<file path="src/rtl/count_direction_decoder_3bit.sv">
// Recovers the up/down direction of a 3-bit stepping source from its sampled output,
// flagging illegal steps and wrap-around, and keeping a saturating error tally.
module count_direction_decoder_3bit #(
    parameter int unsigned LOCK_N = 2,
    parameter int unsigned ERR_W  = 4
) (
    input  logic             clk,
    input  logic             clear_n,
    input  logic             sample_en,
    input  logic [2:0]       Q_in,
    output logic             locked,
    output logic             dir,
    output logic             dir_change,
    output logic             wrap,
    output logic             step_err,
    output logic [ERR_W-1:0] err_count
);

    typedef enum logic [1:0] {StIdle, StAcq, StLockUp, StLockDown} state_e;

    localparam logic [2:0] LockN = 3'(LOCK_N);

    state_e           r_state;
    logic [2:0]       r_prev;
    logic [2:0]       r_run;
    logic             r_cand;
    logic             r_dir;
    logic             r_locked;
    logic             r_dir_change;
    logic             r_wrap;
    logic             r_step_err;
    logic [ERR_W-1:0] r_err_count;

    logic [2:0]       w_delta;
    logic             w_up;
    logic             w_down;
    logic             w_legal;
    logic             w_wrap;
    logic [2:0]       w_run_next;
    logic [ERR_W-1:0] w_err_next;

    always_comb begin
        w_delta    = Q_in - r_prev;
        w_up       = (w_delta == 3'd1);
        w_down     = (w_delta == 3'd7);
        w_legal    = w_up | w_down;
        w_wrap     = (w_up && r_prev == 3'd7) || (w_down && r_prev == 3'd0);
        // A step that disagrees with the candidate restarts the run at one.
        w_run_next = (w_down == r_cand) ? r_run + 3'd1 : 3'd1;
        w_err_next = (r_err_count == {ERR_W{1'b1}}) ? r_err_count
                                                   : r_err_count + ERR_W'(1);
    end

    always_ff @(posedge clk or negedge clear_n) begin
        if (!clear_n) begin
            r_state      <= StIdle;
            r_prev       <= 3'd0;
            r_run        <= 3'd0;
            r_cand       <= 1'b0;
            r_dir        <= 1'b0;
            r_locked     <= 1'b0;
            r_dir_change <= 1'b0;
            r_wrap       <= 1'b0;
            r_step_err   <= 1'b0;
            r_err_count  <= '0;
        end else begin
            r_dir_change <= 1'b0;
            r_wrap       <= 1'b0;
            r_step_err   <= 1'b0;
            if (sample_en) begin
                r_prev <= Q_in;
                case (r_state)
                    StIdle: begin
                        r_state <= StAcq;
                    end
                    StAcq: begin
                        if (w_legal) begin
                            r_wrap <= w_wrap;
                            r_cand <= w_down;
                            r_run  <= w_run_next;
                            if (w_run_next == LockN) begin
                                r_state  <= w_down ? StLockDown : StLockUp;
                                r_dir    <= w_down;
                                r_locked <= 1'b1;
                            end
                        end else begin
                            r_run       <= 3'd0;
                            r_step_err  <= 1'b1;
                            r_err_count <= w_err_next;
                        end
                    end
                    StLockUp, StLockDown: begin
                        if (w_legal) begin
                            r_wrap <= w_wrap;
                            if (w_down != r_dir) begin
                                r_state      <= w_down ? StLockDown : StLockUp;
                                r_dir        <= w_down;
                                r_dir_change <= 1'b1;
                            end
                        end else begin
                            // dir keeps its last value while reacquiring.
                            r_state     <= StAcq;
                            r_run       <= 3'd0;
                            r_locked    <= 1'b0;
                            r_step_err  <= 1'b1;
                            r_err_count <= w_err_next;
                        end
                    end
                    default: begin
                        r_state <= StIdle;
                    end
                endcase
            end
        end
    end

    assign locked     = r_locked;
    assign dir        = r_dir;
    assign dir_change = r_dir_change;
    assign wrap       = r_wrap;
    assign step_err   = r_step_err;
    assign err_count  = r_err_count;

endmodule

</file>
<file path="config.mk">
export PLATFORM = sky130hd
export DESIGN_NAME = count_direction_decoder_3bit
export DESIGN_NICKNAME = d
export VERILOG_FILES = /design/src/rtl/count_direction_decoder_3bit.sv
export SDC_FILE = /design/constraint.sdc
export NUM_CORES = 1
export LEC_CHECK = 0
export ABC_AREA = 1
export CAP_MARGIN = 30
export CORE_MARGIN = 2
export CORE_UTILIZATION = 50
export CTS_BUF_LIST = sky130_fd_sc_hd__clkbuf_8
export DETAILED_ROUTE_END_ITERATION = 16
export PLACE_DENSITY = 0.72
export SYNTH_ARGS = -nofsm -noshare
export SYNTH_HDL_FRONTEND = slang
export SYNTH_SLANG_ARGS = --single-unit
export TNS_END_PERCENT = 100
</file>
<file path="constraint.sdc">
create_clock -name clk -period 3.5 [get_ports clk]
set_input_delay 1.05 -clock clk [delete_from_list [all_inputs] [get_ports clk]]
set_output_delay 1.05 -clock clk [all_outputs]
set_load 0.02 [all_outputs]
</file>
==> results.json, run 1 <==
{
  "synth.top_cell.area_share_pct": 40.7,
  "grt_remaining_overflow": 0,
  "holdWs_ns": 0.475,
  "clock.fmax_mhz": 316,
  "critPathMaxFanout": 5,
  "crit_path_start": "Q_in[0]",
  "skew_ns": 0.00151,
  "grt_pass1_wl_microns": 3800,
  "synth_xor_area_share_pct": 3.16,
  "slew_headroom_pct": 46.2,
  "clk_latency_ns": 0.26,
  "fin_ws_ns": 0.337,
  "cts_root_buffer": "clkbuf_8",
  "synth_compound_area_share_pct": 6.21,
  "synthArstFlopShare_pct": 100,
  "met1_usage_pct": 24.3,
  "io_buffer_count": 14,
  "regToRegSetupSlack_ns": 1.25,
  "netlist_top_cells_area": "dfrtp_1, nand2_1, inv_1",
  "syn_inst": 131,
  "initial_core_util_pct": 51.5,
  "avgSynthCellArea_sq_um": 8.45,
  "p_per_area_mw_per_mm2": 714,
  "synthAdderAreaFrac_pct": 5.20,
  "reg2reg_depth": 14,
  "first_pass_iters": 4,
  "wl_per_cell_microns": 12.2,
  "path_common_cell": "nand2_1",
  "syn-cell-area_sq_mm": 0.00111,
  "worst_pin_slew_ns": 0.804,
  "ctsHoldBuffers": 0,
  "fp.dieH_microns": 51.1,
  "numCtsBuffers": 3,
  "post_cts_buffers": 0,
  "fp.dieW_microns": 51.1,
  "route.detailed.drc": 0,
  "synth_edf_count": 0,
  "cts_buffer_depth": 2,
  "yosysTopAreaCell": "dfrtp_1",
  "clock-sinks": 18,
  "yosys.cell_count.top_type": "nand2_1",
  "cts_resized": 0,
  "crit_end": "r_state[1]",
  "core_region_area_sq_mm": 0.00215,
  "rr_startpoint": "r_prev[0]",
  "rsz0062_at_grt": "no",
  "cts_tree": "done",
  "vdd_drop_max_uv": 461,
  "drt-initial-drc-count": 13,
  "setup_violations": 0,
  "synth_top_family_by_area": "simple AND/OR/NAND/NOR gates",
  "yosysSeqAreaShare_pct": 40.7,
  "cp.required_ns": 3.65,
  "tns_ns": 0,
  "timing.rr.end": "r_state[1]",
  "num_io_pins": 15,
  "critPathLaunchType": "primary input",
  "path_cells": "clkdlybuf4s50_1 > inv_1 > ha_1 > fa_1 > inv_1 > nand2_1 > nand2_1 > nand2_1 > nand3_1 > nand2_1 > nand2_2 > nand3_2 > nand2_1 > nand2_2 > nand2_1 > nand2_1",
  "worst_setup_path_end_kind": "flip-flop",
  "drv_slew": 0,
  "ys_types": 24,
  "dp_slack_ns": 0.114,
  "status": "completed",
  "cp_slowest_cell": "clkdlybuf4s50_1",
  "yosysWarnings": 0,
  "arrival_ns": 3.31,
  "period_share_pct": 90.4,
  "dp_hpwl_microns": 1670,
  "detail_route.vias_per_cell": 4.98,
  "synth_fp_nets": 141,
  "dieArea_sq_mm": 0.00261,
  "antenna_found_initial": 0,
  "cp_slowest_stage_delay_ns": 0.47,
  "yosys-top-cells-count": "nand2_1, dfrtp_1, inv_1",
  "hold_violations": 0,
  "ys_ff_latch": 18,
  "synthSimpleGateAreaFrac_pct": 38.6,
  "use_met2_pct": 33.3,
  "htreeDepth": 1,
  "grt_max_degree": 19,
  "drv_cap": 0,
  "drt.antenna.violating_nets": 0,
  "hp-class": "reg -> reg",
  "grt_pass1_vias": 893,
  "via_count": 882,
  "synth.area.mux_share_pct": 0,
  "gr-max-usage-layer": "met2",
  "gp_congestion": 0.795,
  "nets": 160,
  "diodes": 0,
  "layout-drive-gt1-share_pct": 19.5,
  "area_growth_pct": 20.8,
  "min_period_ns": 3.16,
  "synthFlopType": "dfrtp_1",
  "gr-usage-all-layers_pct": 19.8,
  "power.static_leakage_nw": 0.665,
  "row_count": 17,
  "wl_microns": 2150,
  "clk_pin_slew_worst_paths_ns": 0.07,
  "use_met3_pct": 3.80,
  "path_class": "in -> reg"
}
## sequential cells by signal, indices dropped and copies added (netlist names)
register	flops
dir	1
dir_change	1
err_count	4
locked	1
r_cand	1
r_prev	3
r_run	3
r_state	2
step_err	1
wrap	1
## power by group
group | total (mW) | internal (mW) | switching (mW)
clock network | 0.173 | 0.100 | 0.0729
registers | 0.338 | 0.273 | 0.0646
logic | 0.445 | 0.184 | 0.260
## layout make-up
class / instances / area (sq um)
sequential: 18 / 450
tap: 28 / 35.0
clock buffer: 4 / 55.1
timing repair buffer: 14 / 140
fill: 174 / 811
multi-input combinational: 95 / 589
inverter: 18 / 67.6
## cell families after synthesis
family,count (synthesis)
AND/OR/NAND/NOR,77
AO/OA/AOI/OAI,10
XOR/XNOR,4
adder cells (fa/ha/maj),4
buffers and inverters,18
flip-flops,18
## metal layers
metal	up-vias	part of all wire [%]	routed length [microns]
li1	451	-	-
met1	415	47	1010
met2	12	49	1060
met3	4	2.6	57
met4	0	1.4	31
met5	-	0	0
## stage by stage
step	instance area, sq um	util (%)	total power [mW]	std cells
finish	1340	62.3	0.955	177
global route	1340	62.3	1.03	177
CTS	1340	62.3	0.963	177
detailed placement	1280	59.7	0.786	173
global placement	1280	59.7	0.772	173
floorplan	1110	-	0.643	131
## placed cells by master (no fill, tap or decap)
cell / synthesis / final
ha_1: 3 / 3
fa_1: 1 / 1
dfrtp_1: 18 / 18
inv_2: 3 / 3
nor4_4: 1 / 1
nor2_2: 1 / 1
xnor2_1: 3 / 3
a21oi_1: 2 / 2
nand3_2: 5 / 5
nor2_1: 6 / 6
a21oi_4: 1 / 1
nand2_4: 4 / 4
a21oi_2: 1 / 1
nand3b_1: 1 / 1
nand3_4: 1 / 1
xor2_1: 1 / 1
nand2_1: 37 / 37
clkbuf_8: 0 / 4
clkdlybuf4s50_1: 0 / 14
inv_1: 15 / 15
nand3_1: 10 / 10
o21ai_1: 1 / 1
nand4_1: 3 / 3
a22o_1: 1 / 1
nand2_2: 8 / 8
o21ai_0: 4 / 4
## how the worst min path moves through the flow
stage / end / slack [ns] / from / cells after the start
floorplan: r_run[1] / 0.45 / r_run[1] / 2
global route: locked / 0.51 / locked / 2
global placement: locked / 0.45 / locked / 2
CTS: locked / 0.48 / locked / 2
finish: locked / 0.47 / locked / 2
detailed placement: locked / 0.46 / locked / 2
## critical path: cells and delay by family
kind | cells | cell delay (ns)
adder cells (fa/ha/maj) | 2 | 0.64
buffers and inverters | 3 | 0.67
AND/OR/NAND/NOR | 11 | 0.93
No activity file was read; power rests on OpenSTA's default activity.
==> run 2: changes to the inputs <==
SKIP_CTS_REPAIR_TIMING = 1   (was default)
==> results of run 2 <==
The final DEF is identical to that of run 1; final timing and power are the same.
==> RTL edit 1, RTL diff (settings of run 2) <==
Encoding of `state_e`: now Gray code (2 bits for 4 states).
--- a/src/rtl/count_direction_decoder_3bit.sv
+++ b/src/rtl/count_direction_decoder_3bit.sv
@@ -17,5 +17,5 @@
 );
 
-    typedef enum logic [1:0] {StIdle, StAcq, StLockUp, StLockDown} state_e;
+    typedef enum logic [1:0] {StIdle = 2'b00, StAcq = 2'b01, StLockUp = 2'b11, StLockDown = 2'b10} state_e;
 
     localparam logic [2:0] LockN = 3'(LOCK_N);
Behaviour: same outputs for any inputs over 10 cycles, from zero or initial values; not proved beyond that.
==> RTL edit 1 against run 2 <==
  * Power down 2.1%
  * Final area down 1.6%
  * Sequential cell count unchanged
  * Via count down 7.7%
  * Area after synthesis down 0.79%
  * Wire length down 14%
  * Fmax up 2.3%
  * Setup slack better by 0.071 ns
  * Critical endpoint unchanged
  * Largest power group unchanged
  * Highest routed layer unchanged
==> RTL edit 1: results (changes against run 2) <==
Drt
  – Met2 WL post-DR: 841 µm (was 1060 µm)
  – WL final: 1840 µm (was 2150 µm)
  – DRT iter0 DRCs: 7 (was 13)
  – Routed vias/inst: 4.87 (was 4.98)
  – WL met3: 62 µm (was 57 µm)
  – Vias after detailed routing: 814 (was 882)
  – Met1 wire length: 928 µm (was 1010 µm)

Layout
  – Layout filler cell count: 172 (was 174)
  – Invs w/o clock: 18 (unchanged)
  – Clock network contribution to total cell area: 4.18% (was 4.12%)
  – Multi-input gates: 86 (was 95)
  – FF/Latch Area: 450 µm² (unchanged)
  – Seq cells: 18 (unchanged)
  – Share of cells above drive strength 1: 20.7% (was 19.5%)
  – Fraction of area in multi-input gates: 43.1% (was 44.1%)
  – Ant diodes: 0 (unchanged)

GRT
  – Antenna violations before repair: 0 (unchanged)
  – Global-route wire length before repair: 3380 µm (was 3800 µm)
  – M2 GR Usage: 27.4% (was 33.3%)
  – Gr usage total: 17.5% (was 19.8%)
  – Vias in the first global route: 794 (was 893)
  – GRT met3 Usage: 3.51% (was 3.80%)

Timing
  – Relative slew slack: 45.8% (was 46.2%)
  – Period utilization: 88.3% (was 90.4%)
  – Final hold slack: 0.471 ns (was 0.475 ns)
  – Clock skew: 0.00148 ns (was 0.00151 ns)

Placement
  – Pre-CTS WS: 0.146 ns (was 0.114 ns)
  – Gpl congestion: 0.796 (was 0.795)
  – DP Area: 0.00126 mm² (was 0.00128 mm²)
  – Detail Placement HPWL: 1450 µm (was 1670 µm)

Worst setup path
  – Worst r2r path cells: 12 (was 14)
  – R2R Setup Slk: 1.33 ns (was 1.25 ns)
  – CP max FO: 6 (was 5)
  – CP Data Arrival Time: 3.24 ns (was 3.31 ns)

Power
  – Max VDD drop: 0.465 mV (was 0.461 mV)
  – Lkg Pwr: 0.664 nW (was 0.665 nW)

Synth
  – Syn nets: 133 (was 141)
  – Post-Syn Area: 0.00110 mm² (was 0.00111 mm²)
  – Yosys cell types: 26 (was 24)
  – Sequential cell area fraction in the yosys report: 41.0% (was 40.7%)
  – Most frequent cells after synthesis: nand2_1 (26), dfrtp_1 (18), inv_1 (15) (was nand2_1 (37), dfrtp_1 (18), inv_1 (15))
  – Syn Inst Count: 123 (was 131)
  – Synth area leaders: dfrtp_1 (41%), nand2_1 (8.9%), inv_1 (5.1%) (was dfrtp_1 (41%), nand2_1 (13%), inv_1 (5.1%))

Outcome
  – Status: finished clean (unchanged)

Clock tree
  – CTS max path bufs: 2 (unchanged)

Min path
  – Hold path start: locked (unchanged)
## RTL edit 1: power by group through the flow
stage	clock [mW]	combinational [mW]	sequential, mW
after floorplan	0	0.271	0.371
after global placement	0	0.434	0.335
after detailed placement	0	0.439	0.338
after CTS	0.173	0.441	0.335
after global routing	0.182	0.487	0.344
final	0.167	0.435	0.334
## RTL edit 1: worst max path at each step
stage / from / to / cells after the start
floorplan: Q_in[0] / r_state[1] / 13
global placement: Q_in[0] / r_state[1] / 14
detailed placement: Q_in[0] / r_state[1] / 14
CTS: Q_in[0] / r_state[1] / 14
global route: Q_in[0] / dir / 14
finish: Q_in[0] / r_state[1] / 14
## RTL edit 1: worst reg2reg max path: cells and delay by family, from the launching register on
kind                       cells  cell delay, ns
adders and majority gates      2            0.66
and+or+nand+nor                9            0.98
buffers and inverters          1            0.04
DFF                            1            0.40
## RTL edit 1: logic make-up after synthesis
kind of cell / synth area share (%)
compound gates: 5.35
fa+ha+maj: 5.24
flops: 41.0
simple gates: 37.8
xor+xnor: 3.19
buf+inv: 7.40
==> RTL edit 2, RTL diff (flow settings as in run 2) <==
Made on the original files. The parameter `ERR_W` goes from 4 to 6.
--- a/src/rtl/count_direction_decoder_3bit.sv
+++ b/src/rtl/count_direction_decoder_3bit.sv
@@ -3,5 +3,5 @@
 module count_direction_decoder_3bit #(
     parameter int unsigned LOCK_N = 2,
-    parameter int unsigned ERR_W  = 4
+    parameter int unsigned ERR_W  = 6
 ) (
     input  logic             clk,
Ports: changed (resized err_count); port bits go from 15 to 17. The function was not compared with the original's and may differ.
==> RTL edit 2 against run 2 <==
  * Power up 8.8%
  * Sequential cell count up 2
  * Register-to-register slack better by 0.08 ns
  * Count of clock-buffer cells in the layout down 1
  * Final cell count up 7.3%
  * Wire length up 3.7%
  * Die area up 5.1%
  * Final area up 7.3%
  * Synthesized cell count up 8.4%
  * Setup slack better by 0.082 ns
  * Area after synthesis up 5.5%
==> RTL edit 2: results (changes against run 2) <==
Layout
  – Share of cells above drive strength 1: 13.0% (was 19.5%)
  – Ant diodes: 0 (unchanged)
  – Largest register FFs: 6 (was 4)
  – Total Nets Final: 173 (was 160)

Timing
  – Worst slew pin tran: 0.866 ns (was 0.804 ns)
  – Clock skew: 0.00398 ns (was 0.00151 ns)
  – Fin. Hold Viols: 0 (unchanged)

Power
  – Max VDD drop: 0.477 mV (was 0.461 mV)
  – Lkg Pwr: 0.725 nW (was 0.665 nW)

Synth
  – Fraction of registers with async set/reset: 100% (unchanged)
  – Most frequent cells after synthesis: nand2_1 (36), inv_1 (21), dfrtp_1 (20) (was nand2_1 (37), dfrtp_1 (18), inv_1 (15))
  – Syn nets: 152 (was 141)
  – Yosys Warn Count: 0 (unchanged)
  – Synth area leaders: dfrtp_1 (43%), nand2_1 (12%), inv_1 (6.7%) (was dfrtp_1 (41%), nand2_1 (13%), inv_1 (5.1%))
  – Post-synth EDFFs: 0 (unchanged)
  – Sequential cell area fraction in the yosys report: 42.8% (was 40.7%)
  – Yosys cell types: 23 (was 24)

Worst setup path
  – Worst r2r path cells: 14 (unchanged)
  – Worst path max stage delay: 0.48 ns
  – CP max FO: 8 (was 5)
  – Crit-path slowest cell: clkdlybuf4s50_1 (unchanged)
  – CP Data Arrival Time: 3.24 ns (was 3.31 ns)
  – Delay-heaviest family, CP: simple AND/OR/NAND/NOR gates (unchanged)

Clock tree
  – Root buffer cell: clkbuf_8 (unchanged)
  – CTS Buf Count: 3 (unchanged)
  – CTS max path bufs: 2 (unchanged)
  – # H-tree levels: 1 (unchanged)
  – Worst skew pair latency: 0.26 ns (about the same)
  – Clock transition at the registers of the reported paths: 0.08 ns

Min path
  – HP Class: flop to flop (unchanged)
  – Hold Path Stages: 2 (unchanged)

Drt
  – DRT Pass-1 Iters: 4 (unchanged)
  – DRT iter0 DRCs: 13 (unchanged)
  – Wire per inst: 11.8 µm (was 12.2 µm)
  – Routed vias/inst: 5.07 (was 4.98)

Placement
  – Gpl congestion: 0.812 (was 0.795)
  – Pre-CTS WS: 0.141 ns (was 0.114 ns)
  – Detail Placement HPWL: 1760 µm (was 1670 µm)
  – Port bufs: 16 (was 14)

GRT
  – Global-route wire length before repair: 3960 µm (was 3800 µm)
  – Vias in the first global route: 955 (was 893)
  – Antenna violations before repair: 0 (unchanged)
  – Largest net degree at the start of global routing: 21 (was 19)
  – Gr usage total: 19.7% (was 19.8%)

Outcome
  – Status: finished clean (unchanged)
[RTL edit 2: final cells by class]
| class | count | area [µm²] |
|---|---|---|
| clock inverters | 1 | 30.0 |
| fillers | 204 | 777 |
| clock buffers | 3 | 41.3 |
| well taps | 28 | 35.0 |
| flip-flops and latches | 20 | 500 |
| inverters | 23 | 86.3 |
| multi-input cells | 98 | 574 |
| repair buffers | 17 | 168 |
[RTL edit 2: path summary, 6_finish.rpt]
check,startpoint,end,slack [ns]
setup / recovery,Q_in[0],locked,0.42
min in group asynchronous,clear_n,r_prev[2],1.28
setup reg to reg,r_prev[0],locked,1.33
max in group asynchronous,clear_n,r_prev[1],1.68
hold reg to reg,locked,locked,0.49
hold / removal,locked,locked,0.49
[RTL edit 2: cell families after synthesis]
| kind of cell | count (synthesis) | synth area share [%] |
|---|---|---|
| xor+xnor | 7 | 5.25 |
| flops | 20 | 42.8 |
| compound gates | 13 | 6.32 |
| buf+inv | 24 | 8.03 |
| fa+ha+maj | 4 | 4.93 |
| simple gates | 74 | 32.7 |
[RTL edit 2: where the power goes]
part           switching (mW)  leakage, nW  internal [mW]  total [mW]
Sequential             0.0672        0.261          0.301       0.368
Combinational           0.258        0.429          0.184       0.442
Clock                  0.0767       0.0357          0.153       0.229
Total                   0.402        0.725          0.637        1.04
[RTL edit 2: per-stage QoR]
stage	instance area, µm²	util (%)	cells	hold slack, ns
after global routing	1440	64.9	190	0.521
after floorplan	1170	-	142	0.442
final	1440	64.9	190	0.491
after CTS	1440	64.9	190	0.494
after global placement	1360	61.7	186	0.462
after detailed placement	1360	61.7	186	0.461
[RTL edit 2: worst register-to-register path, stage by stage, from the launching register on]
cell and delay [ns]:
dfrtp_1 0.41, ha_1 0.20, fa_1 0.42, inv_1 0.10, nand2_1 0.08, nand2_1 0.10
nand2_2 0.08, nand3_4 0.12, nand2_2 0.07, nand2_2 0.09, nand3_1 0.08, nand2_1 0.13
nand3_1 0.10, nand2_1 0.06, nand2_1 0.04
[RTL edit 2: routing by layer]
layer  vias to the layer above  GRT usage (%)  part of all wire [%]
met1                       450           23.8                    43
met4                         0           2.56                  0.54
met5                         -              0                     0
li1                        492              -                     -
met3                         2           6.00                   5.5
met2                        20           35.0                    50
